### src/rtl/apple_video_pkg.sv
// Shared types, constants and the Apple II scanline base-address helper for the video fetch engine.
package apple_video_pkg;

    typedef enum logic [1:0] {
        IDLE  = 2'd0,
        FETCH = 2'd1,
        DRAIN = 2'd2
    } fetch_state_t;

    localparam int unsigned WORDS_PER_LINE  = 20;
    localparam logic [15:0] TEXT_BASE       = 16'h0400;
    localparam logic [15:0] HIRES_BASE      = 16'h2000;
    localparam int unsigned MIXED_TEXT_LINE = 160;
    localparam int unsigned LINES           = 192;

    typedef struct packed {
        logic [31:0] data;
        logic        last;
        logic        text;
    } pix_word_t;

    localparam int unsigned PIX_WORD_W = $bits(pix_word_t);

    // Interleaved row address: text uses character row r = y/8, hires uses y directly.
    function automatic logic [15:0] line_base(input logic is_text, input logic pg2,
                                              input logic [7:0] y);
        logic [4:0]  r;
        logic [15:0] base;
        r = y[7:3];
        if (is_text) begin
            base = TEXT_BASE + (pg2 ? TEXT_BASE : 16'h0000)
                 + 16'(r[2:0]) * 16'd128 + 16'(r[4:3]) * 16'd40;
        end else begin
            base = HIRES_BASE + (pg2 ? HIRES_BASE : 16'h0000)
                 + 16'(y[2:0]) * 16'd1024 + 16'(y[5:3]) * 16'd128 + 16'(y[7:6]) * 16'd40;
        end
        return base;
    endfunction

endpackage

### src/rtl/video_fetch_fifo.sv
// First-word-fall-through FIFO with a registered head word and synchronous flush.
module video_fetch_fifo
    import apple_video_pkg::*;
#(
    parameter int unsigned WIDTH = PIX_WORD_W,
    parameter int unsigned DEPTH = 4
) (
    input  logic             clk_logic,
    input  logic             reset_i,
    input  logic             flush_i,
    input  logic             wr_en_i,
    input  logic [WIDTH-1:0] wr_data_i,
    input  logic             rd_en_i,
    output logic             valid_o,
    output logic [WIDTH-1:0] data_o
);

    localparam int unsigned AW = $clog2(DEPTH);
    localparam int unsigned CW = $clog2(DEPTH + 1);

    logic [WIDTH-1:0] mem_q [DEPTH];
    logic [AW-1:0]    wr_ptr_q, wr_ptr_d;
    logic [AW-1:0]    rd_ptr_q, rd_ptr_d;
    logic [CW-1:0]    count_q, count_d;
    logic             out_valid_q, out_valid_d;
    logic [WIDTH-1:0] out_data_q, out_data_d;
    logic             mem_we_c;
    logic             pop_c;

    // Head register refills from storage first, else straight from the write port.
    always_comb begin
        wr_ptr_d    = wr_ptr_q;
        rd_ptr_d    = rd_ptr_q;
        count_d     = count_q;
        out_valid_d = out_valid_q;
        out_data_d  = out_data_q;
        mem_we_c    = 1'b0;
        pop_c       = out_valid_q & rd_en_i;

        if (flush_i) begin
            wr_ptr_d    = '0;
            rd_ptr_d    = '0;
            count_d     = '0;
            out_valid_d = 1'b0;
            out_data_d  = '0;
        end else if (!out_valid_q || pop_c) begin
            if (count_q != '0) begin
                out_data_d  = mem_q[rd_ptr_q];
                out_valid_d = 1'b1;
                rd_ptr_d    = rd_ptr_q + AW'(1);
                count_d     = count_q - CW'(1);
                if (wr_en_i) begin
                    mem_we_c = 1'b1;
                    wr_ptr_d = wr_ptr_q + AW'(1);
                    count_d  = count_q;
                end
            end else begin
                out_valid_d = wr_en_i;
                if (wr_en_i) begin
                    out_data_d = wr_data_i;
                end
            end
        end else if (wr_en_i) begin
            mem_we_c = 1'b1;
            wr_ptr_d = wr_ptr_q + AW'(1);
            count_d  = count_q + CW'(1);
        end
    end

    always_ff @(posedge clk_logic) begin
        if (reset_i) begin
            wr_ptr_q    <= '0;
            rd_ptr_q    <= '0;
            count_q     <= '0;
            out_valid_q <= 1'b0;
            out_data_q  <= '0;
        end else begin
            wr_ptr_q    <= wr_ptr_d;
            rd_ptr_q    <= rd_ptr_d;
            count_q     <= count_d;
            out_valid_q <= out_valid_d;
            out_data_q  <= out_data_d;
        end
    end

    always_ff @(posedge clk_logic) begin
        if (mem_we_c) begin
            mem_q[wr_ptr_q] <= wr_data_i;
        end
    end

    assign valid_o = out_valid_q;
    assign data_o  = out_data_q;

endmodule

### src/rtl/apple_video_fetch.sv
// Scanline fetch engine: reads 20 words of Apple II text/hires shadow memory per line
// and streams them to the renderer through a credit-limited FWFT buffer.
module apple_video_fetch
    import apple_video_pkg::*;
#(
    parameter int unsigned READ_LATENCY = 1,
    parameter int unsigned FIFO_DEPTH   = 4
) (
    input  logic        clk_logic,
    input  logic        reset_i,
    input  logic        line_start_i,
    input  logic [7:0]  line_i,
    input  logic        text_mode_i,
    input  logic        mixed_mode_i,
    input  logic        hires_mode_i,
    input  logic        page2_i,
    input  logic        store80_i,
    output logic [15:0] video_address_o,
    output logic        video_rd_o,
    input  logic [31:0] video_data_i,
    output logic [31:0] pix_data_o,
    output logic        pix_valid_o,
    input  logic        pix_ready_i,
    output logic        pix_last_o,
    output logic        pix_text_o,
    output logic        busy_o
);

    localparam int unsigned CRED_W = $clog2(FIFO_DEPTH + 1);
    localparam int unsigned KW     = 5;

    fetch_state_t            state_q, state_d;
    logic [KW-1:0]           k_q, k_d;
    logic [15:0]             base_q, base_d;
    logic                    text_q, text_d;
    logic                    rd_q, rd_d;
    logic [15:0]             addr_q, addr_d;
    logic                    last_q, last_d;
    logic [READ_LATENCY-1:0] pipe_q, pipe_d;
    logic [READ_LATENCY-1:0] pipe_last_q, pipe_last_d;
    logic [CRED_W-1:0]       cred_q, cred_d;
    logic                    busy_q, busy_d;

    logic                    line_ok_c;
    logic                    new_text_c;
    logic [15:0]             new_base_c;
    logic                    pop_c;
    logic                    flush_c;
    logic                    wr_c;
    logic [CRED_W-1:0]       cred_avail_c;
    pix_word_t               wr_word_c;

    logic                    fifo_valid;
    logic [PIX_WORD_W-1:0]   fifo_dout;
    pix_word_t               head_w;

    // Credits count every word issued but not yet handed to the renderer.
    always_comb begin
        state_d     = state_q;
        k_d         = k_q;
        base_d      = base_q;
        text_d      = text_q;
        rd_d        = 1'b0;
        addr_d      = 16'h0000;
        last_d      = 1'b0;
        pipe_d      = READ_LATENCY'({pipe_q, rd_q});
        pipe_last_d = READ_LATENCY'({pipe_last_q, last_q});

        line_ok_c    = line_i < 8'(LINES);
        new_text_c   = text_mode_i | (mixed_mode_i & (line_i >= 8'(MIXED_TEXT_LINE)))
                     | ~hires_mode_i;
        new_base_c   = line_base(new_text_c, page2_i & ~store80_i, line_i);
        pop_c        = fifo_valid & pix_ready_i;
        flush_c      = line_start_i & (state_q != IDLE);
        wr_c         = pipe_q[READ_LATENCY-1] & ~flush_c;
        cred_avail_c = cred_q - CRED_W'(pop_c);

        wr_word_c.data = video_data_i;
        wr_word_c.last = pipe_last_q[READ_LATENCY-1];
        wr_word_c.text = text_q;

        case (state_q)
            FETCH: begin
                if (cred_avail_c < CRED_W'(FIFO_DEPTH)) begin
                    rd_d   = 1'b1;
                    addr_d = base_q + 16'({k_q, 1'b0});
                    last_d = (k_q == KW'(WORDS_PER_LINE - 1));
                    k_d    = k_q + KW'(1);
                    if (last_d) begin
                        state_d = DRAIN;
                    end
                end
            end
            DRAIN: begin
                if (cred_avail_c == '0) begin
                    state_d = IDLE;
                end
            end
            default: ;
        endcase

        // A strobe discards any line in progress and issues word 0 of the new one at once.
        if (line_start_i) begin
            if (line_ok_c) begin
                state_d = FETCH;
                base_d  = new_base_c;
                text_d  = new_text_c;
                rd_d    = 1'b1;
                addr_d  = new_base_c;
                last_d  = 1'b0;
                k_d     = KW'(1);
            end else if (state_q != IDLE) begin
                state_d = IDLE;
                rd_d    = 1'b0;
                addr_d  = 16'h0000;
                last_d  = 1'b0;
                k_d     = '0;
            end
            if (line_ok_c || flush_c) begin
                cred_avail_c = '0;
                pipe_d       = '0;
                pipe_last_d  = '0;
            end
        end

        cred_d = cred_avail_c + CRED_W'(rd_d);
        busy_d = (state_d != IDLE);
    end

    always_ff @(posedge clk_logic) begin
        if (reset_i) begin
            state_q     <= IDLE;
            k_q         <= '0;
            base_q      <= 16'h0000;
            text_q      <= 1'b0;
            rd_q        <= 1'b0;
            addr_q      <= 16'h0000;
            last_q      <= 1'b0;
            pipe_q      <= '0;
            pipe_last_q <= '0;
            cred_q      <= '0;
            busy_q      <= 1'b0;
        end else begin
            state_q     <= state_d;
            k_q         <= k_d;
            base_q      <= base_d;
            text_q      <= text_d;
            rd_q        <= rd_d;
            addr_q      <= addr_d;
            last_q      <= last_d;
            pipe_q      <= pipe_d;
            pipe_last_q <= pipe_last_d;
            cred_q      <= cred_d;
            busy_q      <= busy_d;
        end
    end

    video_fetch_fifo #(
        .WIDTH (PIX_WORD_W),
        .DEPTH (FIFO_DEPTH)
    ) u_fifo (
        .clk_logic (clk_logic),
        .reset_i   (reset_i),
        .flush_i   (flush_c),
        .wr_en_i   (wr_c),
        .wr_data_i (wr_word_c),
        .rd_en_i   (pix_ready_i),
        .valid_o   (fifo_valid),
        .data_o    (fifo_dout)
    );

    assign head_w          = fifo_dout;
    assign pix_data_o      = head_w.data;
    assign pix_last_o      = head_w.last;
    assign pix_text_o      = head_w.text;
    assign pix_valid_o     = fifo_valid;
    assign video_rd_o      = rd_q;
    assign video_address_o = addr_q;
    assign busy_o          = busy_q;

endmodule
### config.mk
export PLATFORM = sky130hd
export DESIGN_NAME = apple_video_fetch
export DESIGN_NICKNAME = d
export VERILOG_FILES = /design/src/rtl/apple_video_pkg.sv /design/src/rtl/video_fetch_fifo.sv /design/src/rtl/apple_video_fetch.sv
export SDC_FILE = /design/constraint.sdc
export NUM_CORES = 1
export LEC_CHECK = 0
export BUFFER_PORTS_ARGS = -buffer_cell sky130_fd_sc_hd__clkbuf_2
export CAP_MARGIN = 20
export CORE_ASPECT_RATIO = 0.7
export CORE_MARGIN = 8
export CORE_UTILIZATION = 52
export CTS_CLUSTER_DIAMETER = 50
export DETAILED_ROUTE_END_ITERATION = 8
export PLACE_DENSITY = 0.75
export SKIP_LAST_GASP = 1
export SYNTH_ARGS = -nofsm -noshare
export SYNTH_HDL_FRONTEND = slang
export SYNTH_SLANG_ARGS = --single-unit
export TNS_END_PERCENT = 10
### constraint.sdc
create_clock -name clk_logic -period 2.2 [get_ports clk_logic]
set_input_delay 0.22 -clock clk_logic [delete_from_list [all_inputs] [get_ports clk_logic]]
set_output_delay 0.22 -clock clk_logic [all_outputs]
set_load 0.02 [all_outputs]
==> impl_metrics.csv, run 1 <==
group,metric,value,unit
synth,synth_edf_count,136,
sta,setup_ws,0.1939,ns
synth,syn_avg_cell_area,14.52,µm²
pwr,combPwrFrac,30.5,%
worst_setup_path,cp_max_fo,6,
clock_network,clk_latency,0.50,ns
hold_path,hp-start,"line_i[5]",
synth,synthSimpleGateAreaFrac,6.671,%
synth,synth_area,8666,µm²
synth,yosys.area_share.adder,2.772,%
sta,max-slew-margin-rel,49.53,%
floorplanning,dieHeight,124.0,µm
drt,drt_iter0_drc,418,
sta,clock.fmax,498.5,MHz
worst_setup_path,cp-end-kind,"flip-flop",
hold_path,min_to,"video_address_o[9]",
hold_path,hold_class,"input pin to flip-flop",
floorplanning,die_area,21120,µm²
synth,synthTopCellsByArea,"edfxtp_1 47%, dfxtp_1 20%, mux4_2 8.8%",
run_status,status,"finished, final reports clean",
clock_network,path_clk_slew,0.06,ns
hold_path,hold_path_depth,3,
cells_and_area,area_delta_synth_final,22.00,%
sta,period_share,91.19,%
pwr,sw_frac_of_total,32.41,%
cells_and_area,most-common-layout-cells,"136 x edfxtp_1, 100 x clkbuf_2, 83 x dfxtp_1",
worst_setup_path,reg2reg_to,"video_address_o[13]",
worst_setup_path,required,2.62,ns
cells_and_area,final_common_cell,"edfxtp_1",
sta,setup_violations,0,
clock_network,cts_root_buf,"clkbuf_16",
grt,grt_overflow,0,
grt,first_global_vias,5745,
synth,ys_async_sr_fraction,0,%
drt,drt-total-wl,19290,µm
pwr,total_power,12.35,mW
pwr,p_leak,3.879,nW
floorplanning,fp.dieW,170.3,µm
drt,drt-vias-per-instance,5.612,
drt,post_drt_wl_per_cell,19.52,µm
grt,antenna_found_initial,0,
worst_setup_path,path_class,"flip-flop to flip-flop",
clock_network,postCtsSetupRepairBufs,0,
synth,ys_seq_area_share,66.76,%
grt,grt_pass1_wl,30690,µm
place,hpwlAfterDp,12280,µm
clock_network,htree_levels,1,
sta,finalMaxSlewViolations,0,
cells_and_area,nets,814,
worst_setup_path,arrival,2.43,ns
worst_setup_path,regToRegSetupSlack,0.19,ns
pwr,internal-power,8.344,mW
cells_and_area,nFillCells,1179,
pwr,p_per_area,1168,nW/µm²
drt,via_count,5545,
worst_setup_path,reg2reg_depth,8,
synth,synth_top_area_cell,"edfxtp_1",
drt,ant_nets,0,
floorplanning,core-area,16300,µm²
sta,layout_min_cycle_time,2.006,ns
worst_setup_path,r2r_start,"u_fifo.valid_o",
place,port_buffers,100,
floorplanning,start_util,53.17,%
place,gp_congestion,0.8472,
clock_network,cts_tree,"yes",
clock_network,cts_resized,0,
pwr,p_switching,4.001,mW
clock_network,clock_sinks,221,
clock_network,cts_buffer_depth,3,
grt,grt_max_degree,38,
synth,synthXorXnorAreaFrac,2.108,%
synth,syn_inst,597,
worst_setup_path,cp-start-kind,"flip-flop",
sta,worstMarginPinSlew,0.7570,ns
pwr,p_seq_share,41.9,%
flow_run,cap_violations,0,
synth,ys_warn_count,0,
pwr,irDropWorstVdd,0.9048,mV
floorplanning,io_pins,102,
synth,synth-main-ff-cell,"edfxtp_1",
synth,syn-num-nets,664,
grt,grt_use_total,18.35,%
drt,drc,0,
clock_network,cts_buffers,22,
cells_and_area,drive_above_1_share,27.17,%
floorplanning,rows,39,
synth,ys_seq_elements,221,
pwr,power_frac_clock,27.6,%
worst_setup_path,crit_start,"u_fifo.valid_o",
sta,fin_skew,0.01285,ns
synth,synth_compound_area_share,8.851,%
clock_network,postCtsHoldBufs,35,
drt,dr.pass1.iters,4,
sta,hold_viol,0,
synth,synth_top_family_by_area,"multiplexers",
sta,rsz0062_at_grt,"false",
synth,synth_top_area_share,47.13,%
synth,synth_mux_area_share,10.61,%
place,place_ws,0.1869,ns
synth,synth.distinct_cells,60,
[sequential cells by signal, indices dropped and copies added, names as in the netlist, 2 cells and up, named ones only]
signal           count
state_q              2
u_fifo.wr_ptr_q      2
u_fifo.mem_q       136
base_q              10
u_fifo.rd_ptr_q      2
u_fifo.count_q       3
cred_q               3
u_fifo.data_o       34
video_address_o     15
k_q                  5
[synthesized netlist by cell type (all sizes together), types with 6 or more instances]
cell    instances
nand2          34
edfxtp        136
nor2           33
inv             7
clkbuf         15
xnor2           9
mux4           34
buf            17
dfxtp          85
a21oi          49
mux2i          15
o22ai          27
and2           11
xor2           11
ha             16
nor2b           9
o21ai          38
nor3            6
[power groups by stage]
stage                     combinational (mW)  sequential (mW)  clock, mW
after detailed placement                3.69             5.26          0
after CTS                               3.78             5.18       3.47
final                                   3.76             5.18       3.41
after global routing                    4.07             5.23       3.64
after floorplan                         2.20             5.52          0
after global placement                  3.58             5.23          0
[routing by layer]
layer  track usage [%]  part of all wire, %  up-vias
li1                  -                    -     2561
met1             25.17                   45     2774
met2             30.38                   49      185
met3             3.262                  5.3       25
met4             4.260                  1.2        0
met5                 0                    0        -
[metrics by stage]
stage	TNS [ns]	instances	hold WS [ns]	utilization (%)	area, µm²
finish	0	988	0.04951	64.87	10570
global route	0	987	0.04148	64.85	10570
detailed placement	0	913	0.4240	58.71	9569
global placement	0	913	0.4501	58.71	9569
CTS	0	987	0.02121	64.85	10570
floorplan	-13.47	597	0.3189	-	8667
[worst max-delay path: stages, from the launching register on]
cell,delay (ns)
dfxtp_1,0.31
and2_1,0.14
ha_1,0.17
ha_1,0.21
xnor2_2,0.21
nand3_1,0.16
buf_4,0.19
or3_4,0.37
o21ai_1,0.17
[kinds of logic after synthesis]
group,after synthesis
buf+inv,39
flops,221
other cells,1
fa+ha+maj,18
compound gates,132
mux,49
simple gates,117
xor+xnor,20
[how the worst max path moves through the flow]
stage                                     end  slack [ns]  cells after the start
after floorplan            u_fifo.mem_q[1][0]       -0.13                      5
after global routing                   busy_o        0.06                      8
after global placement                 busy_o        0.24                      9
after detailed placement               busy_o        0.19                      9
final                     video_address_o[13]        0.19                      8
after CTS                 video_address_o[13]        0.20                      8
[cell type report]
type	count	area [µm²]	area share [%]
Antenna cell	1	2.502	0.02367
Clock buffer	33	613.1	5.799
Clock inverter	6	37.54	0.3550
Inverter	7	26.28	0.2485
Multi-Input combinational cell	337	2713	25.66
Sequential cell	221	5788	54.75
Tap cell	225	281.5	2.663
Timing Repair Buffer	158	1111	10.51
Note: power is estimated with default switching activity, not from simulation.
==> run 2, diff against run 1 <==
CORE_UTILIZATION = 40   (was 52)
PLACE_DENSITY = unset   (was 0.75)
==> run 2 against run 1 <==
Sequential share of layout area fell by 1.2 points. Total power grew 3.9%. Critical path type unchanged. Sequential power barely moved. Highest routed layer unchanged. Maximum frequency is 2.3% lower.
==> impl_metrics.csv, run 2 (synthesized netlist as in run 1, its figures left out) <==
group,metric,value,unit
run_status,status,"finished, final reports clean",
sta,layout_min_cycle_time,2.053,ns
sta,period_share,93.30,%
floorplanning,die_area,26710,µm²
clock_network,path_clk_slew,0.06,ns
drt,drt_iter0_drc,290,
worst_setup_path,crit_chain,"inv_1 -> ha_1 -> nand2b_2 -> nand2_1 -> a21oi_4 -> and2_2 -> buf_4",
worst_setup_path,cp-end-kind,"flip-flop",
grt,first_global_vias,5630,
drt,dr.pass1.iters,4,
drt,drt-total-wl,19650,µm
place,port_buffers,100,
drt,via_count,5463,
clock_network,cts_buffer_depth,3,
cells_and_area,fin_cells,1048,
grt,grt_use_met1,20.68,%
grt,globalRouteMet2Util,22.61,%
place,hpwlAfterDp,12550,µm
place,dp_cells,968,
clock_network,clock_sinks,221,
flow_run,cap_violations,0,
place,place_ws,0.09733,ns
sta,fin_skew,0.01111,ns
grt,antenna_found_initial,0,
drt,drc,0,
sta,worstMarginPinSlew,0.7763,ns
clock_network,cts_root_buf,"clkbuf_16",
floorplanning,io_pins,102,
cells_and_area,num_antenna_cells,0,
clock_network,cts_buffers,24,
sta,rsz0062_at_grt,"true",
floorplanning,fp.dieW,191.9,µm
hold_path,hold_class,"input pin to flip-flop",
worst_setup_path,path_class,"flip-flop to flip-flop",
worst_setup_path,cp-start-kind,"flip-flop",
cells_and_area,multiInputGateArea,2731,µm²
grt,use_met3,2.286,%
worst_setup_path,required,2.40,ns
floorplanning,dieHeight,139.1,µm
hold_path,hold_path_depth,3,
worst_setup_path,crit_path_max_incr_delay,0.34,ns
cells_and_area,most-common-layout-cells,"136 x edfxtp_1, 100 x clkbuf_2, 83 x dfxtp_1",
worst_setup_path,worst_path_max_delay_cell,"dfxtp_1",
sta,max-slew-margin-rel,48.25,%
pwr,irDropWorstVdd,0.7127,mV
grt,grt_pass1_wl,31060,µm
clock_network,clk_latency,0.50,ns
cells_and_area,nets,815,
worst_setup_path,cp_num_buf_inv,2,
clock_network,cts_tree,"yes",
cells_and_area,top_register,"u_fifo.mem_q",
cells_and_area,largest_reg_flops,136,
cells_and_area,final_common_cell,"edfxtp_1",
sta,hold_viol,0,
worst_setup_path,cp_max_fo,13,
sta,setup_ws,0.1474,ns
pwr,p_leak,3.951,nW
floorplanning,rows,45,
cells_and_area,nFillCells,1796,
drt,ant_nets,0,
place,gp_congestion,0.8186,
cells_and_area,area_delta_synth_final,24.81,%
drt,drt-vias-per-instance,5.213,
sta,setup_violations,0,
grt,top_usage_layer,"met2",
cells_and_area,drive_above_1_share,27.94,%
worst_setup_path,arrival,2.25,ns
worst_setup_path,cp.depth,7,
drt,post_drt_wl_per_cell,18.75,µm
pwr,total_power,12.82,mW
sta,finalMaxSlewViolations,0,
pwr,p_per_area,1186,nW/µm²
sta,clock.fmax,487.2,MHz
grt,grt_overflow,0,
floorplanning,start_util,40.40,%
grt,grt_use_total,14.52,%
worst_setup_path,reg2reg_depth,7,
floorplanning,core-area,21450,µm²
grt,grt_max_degree,45,
clock_network,htree_levels,1,
cells_and_area,ff_latch_area,5788,µm²
worst_setup_path,critPathTopFamily,"simple AND/OR/NAND/NOR gates",
[run 2: worst reg2reg max path: cells and delay by family (launching register included)]
kind / cells / cell delay [ns]
simple gates: 3 / 0.62
flops: 1 / 0.34
buf+inv: 2 / 0.33
compound gates: 1 / 0.27
fa+ha+maj: 1 / 0.18
[run 2: what timing repair did]
action / 4_1_cts / 5_1_grt
setup buffers: 0 / 0
resized for setup: 0 / 2
hold buffers: 36 / 0
endpoints found under the setup margin: 0 / 62
endpoints found under the hold margin: 135 / 0
[run 2: final timing paths]
path,startpoint,end,slack (ns)
worst max-delay path,state_q[1],u_fifo.mem_q[1][1],0.15
worst min-delay path,line_i[7],video_address_o[6],0.04
worst max register to register,state_q[1],u_fifo.mem_q[1][1],0.15
worst min register to register,base_q[12],base_q[12],0.49
[run 2: per-stage QoR]
step	TNS (ns)	instance area [µm²]	hold slack (ns)	utilization, %
after CTS	0	10800	0.02792	50.33
after floorplan	-13.47	8667	0.3189	-
after global routing	-0.01995	10820	0.04777	50.42
after global placement	0	9651	0.4542	44.99
final	0	10820	0.04358	50.42
after detailed placement	0	9651	0.4564	44.99
[run 2: cell type report]
type | instances | share of cell area (%)
well taps | 282 | 3.262
multi-input cells | 337 | 25.25
repair buffers | 157 | 10.46
clock inverters | 9 | 0.6594
inverters | 7 | 0.2429
clock buffers | 35 | 6.606
flip-flops and latches | 221 | 53.52
[run 2: power breakdown]
part	switching [mW]	internal (mW)
sequential	0.302	4.84
combinational	2.21	1.58
clock	1.61	2.28
[run 2: per-layer routing]
layer | share of wire, % | wire length, µm
met1 | 46 | 8992
met2 | 47 | 9184
met3 | 5.5 | 1073
met4 | 2.0 | 396
met5 | 0 | 0
==> run 3, diff against run 2 <==
BUFFER_PORTS_ARGS = -buffer_cell sky130_fd_sc_hd__buf_2   (was -buffer_cell sky130_fd_sc_hd__clkbuf_2)
==> run 3 against run 2 <==
Combinational power decreased by 2%. Register-to-register slack about the same. Worst setup slack improved by 0.00083 ns. Global-route usage increased by 0.10 points.
==> impl_metrics.csv, run 3 (synthesized netlist as in run 1, its figures left out) <==
group,metric,value,unit
worst_setup_path,cp-end-kind,"flip-flop",
worst_setup_path,endpoint,"video_address_o[13]",
grt,grt_max_degree,45,
worst_setup_path,required,2.63,ns
worst_setup_path,r2r_start,"u_fifo.valid_o",
place,port_buffers,100,
sta,max-slew-margin-rel,49.67,%
place,dp_cells,967,
cells_and_area,fin_cells,1049,
place,gp_congestion,0.8039,
drt,via_count,5499,
drt,ant_nets,0,
grt,antenna_found_initial,0,
cells_and_area,most-common-layout-cells,"136 x edfxtp_1, 100 x buf_2, 83 x dfxtp_1",
drt,drc,0,
worst_setup_path,reg2reg_depth,8,
clock_network,clk_latency,0.51,ns
worst_setup_path,crit_start,"u_fifo.valid_o",
floorplanning,start_util,40.40,%
pwr,internal-power,8.722,mW
cells_and_area,nets,815,
worst_setup_path,regToRegSetupSlack,0.15,ns
pwr,sw_frac_of_total,31.69,%
sta,worstMarginPinSlew,0.7550,ns
floorplanning,die_area,26710,µm²
floorplanning,rows,45,
sta,finalMaxSlewViolations,0,
cells_and_area,largest_reg_flops,136,
pwr,p_leak,3.967,nW
pwr,total_power,12.77,mW
pwr,p_switching,4.046,mW
clock_network,cts_root_buf,"clkbuf_16",
worst_setup_path,arrival,2.48,ns
drt,drt-vias-per-instance,5.242,
drt,drt-total-wl,19640,µm
place,hpwlAfterDp,12390,µm
sta,hold_slack,0.02688,ns
sta,hold_viol,0,
sta,layout_min_cycle_time,2.052,ns
clock_network,cts_buffers,25,
sta,fin_tns_setup,0,ns
clock_network,cts_buffer_depth,3,
drt,dr.pass1.iters,4,
place,place_ws,0.09385,ns
cells_and_area,final_cell_area,10790,µm²
worst_setup_path,cp_max_fo,7,
flow_run,cap_violations,0,
cells_and_area,num_antenna_cells,0,
clock_network,cts_tree,"yes",
drt,post_drt_wl_per_cell,18.72,µm
pwr,power_frac_clock,30.8,%
sta,setup_ws,0.1482,ns
drt,drt_iter0_drc,269,
grt,grt_pass1_wl,31350,µm
floorplanning,dieHeight,139.1,µm
worst_setup_path,cp-start-kind,"flip-flop",
pwr,combPwrFrac,29.1,%
hold_path,hold_class,"input pin to flip-flop",
cells_and_area,top_register,"u_fifo.mem_q",
cells_and_area,final_common_cell,"edfxtp_1",
floorplanning,core-area,21450,µm²
worst_setup_path,path_class,"flip-flop to flip-flop",
pwr,p_seq_share,40.1,%
grt,grt_use_total,14.63,%
worst_setup_path,reg2reg_to,"video_address_o[13]",
cells_and_area,fin_util,50.28,%
run_status,status,"finished, final reports clean",
sta,rsz0062_at_grt,"false",
sta,fin_skew,0.01743,ns
floorplanning,fp.dieW,191.9,µm
clock_network,path_clk_slew,0.06,ns
pwr,p_per_area,1184,nW/µm²
place,dpl_cell_area,9630,µm²
pwr,irDropWorstVdd,0.6259,mV
sta,clock.fmax,487.4,MHz
grt,first_global_vias,5655,
cells_and_area,drive_above_1_share,27.51,%
cells_and_area,area_delta_synth_final,24.46,%
grt,grt_overflow,0,
clock_network,htree_levels,1,
sta,period_share,93.26,%
sta,setup_violations,0,
clock_network,clock_sinks,221,
floorplanning,io_pins,102,
run 3: changes by cell type in the layout (fill, tap and decap cells not counted), sizes merged:
cell | before | now
buf | 21 | 120
bufinv | 0 | 1
clkbuf | 135 | 38
clkinv | 6 | 4
clkinvlp | 2 | 0
inv | 8 | 10
run 3: power by group through the flow:
| stage | clock network, mW | logic (mW) | registers [mW] |
|---|---|---|---|
| 2_1_floorplan | 0 | 2.20 | 5.52 |
| 3_3_place_gp | 0 | 3.67 | 5.18 |
| 3_5_place_dp | 0 | 3.68 | 5.21 |
| 4_1_cts | 4.02 | 3.77 | 5.13 |
| 5_1_grt | 4.17 | 4.06 | 5.18 |
| 6_report | 3.93 | 3.72 | 5.12 |
run 3: metal layers:
layer | vias to the layer above | GRT usage, % | wire length [µm]
met4 | 0 | 3.273 | 349
met2 | 161 | 23.54 | 9420
met5 | - | 0 | 0
met1 | 2740 | 20.42 | 8654
met3 | 29 | 2.387 | 1210
li1 | 2569 | - | -
run 3: timing repair:
action                     CTS  global route
hold buffers                36             0
gates resized for setup      0             1
hold endpoints to repair   133             0
setup endpoints to repair    0             4
buffers inserted             0             0
run 3: how the worst min path moves through the flow:
stage | depth (start not counted) | endpoint | from
detailed placement | 1 | pipe_last_q | last_q
floorplan | 0 | u_fifo.mem_q[0][10] | video_data_i[8]
CTS | 3 | video_address_o[6] | line_i[7]
global route | 3 | video_address_o[6] | line_i[7]
global placement | 1 | u_fifo.mem_q[2][25] | video_data_i[23]
finish | 3 | video_address_o[6] | line_i[7]
run 3: layout make-up:
cell class | count | area [µm²]
Multi-Input combinational cell | 337 | 2724
Fill cell | 1801 | 10670
Inverter | 7 | 26.28
Tap cell | 282 | 352.8
Clock buffer | 38 | 704.4
Sequential cell | 221 | 5788
Clock inverter | 8 | 78.83
Timing Repair Buffer | 156 | 1111
run 3: worst max-delay path: stages (launching register included):
cell and delay (ns):
dfxtp_1 0.31, and2_1 0.13, ha_1 0.17, ha_1 0.24, xnor2_4 0.27, nand3_1 0.13, buf_4 0.18, or3_4 0.37
o21ai_1 0.17
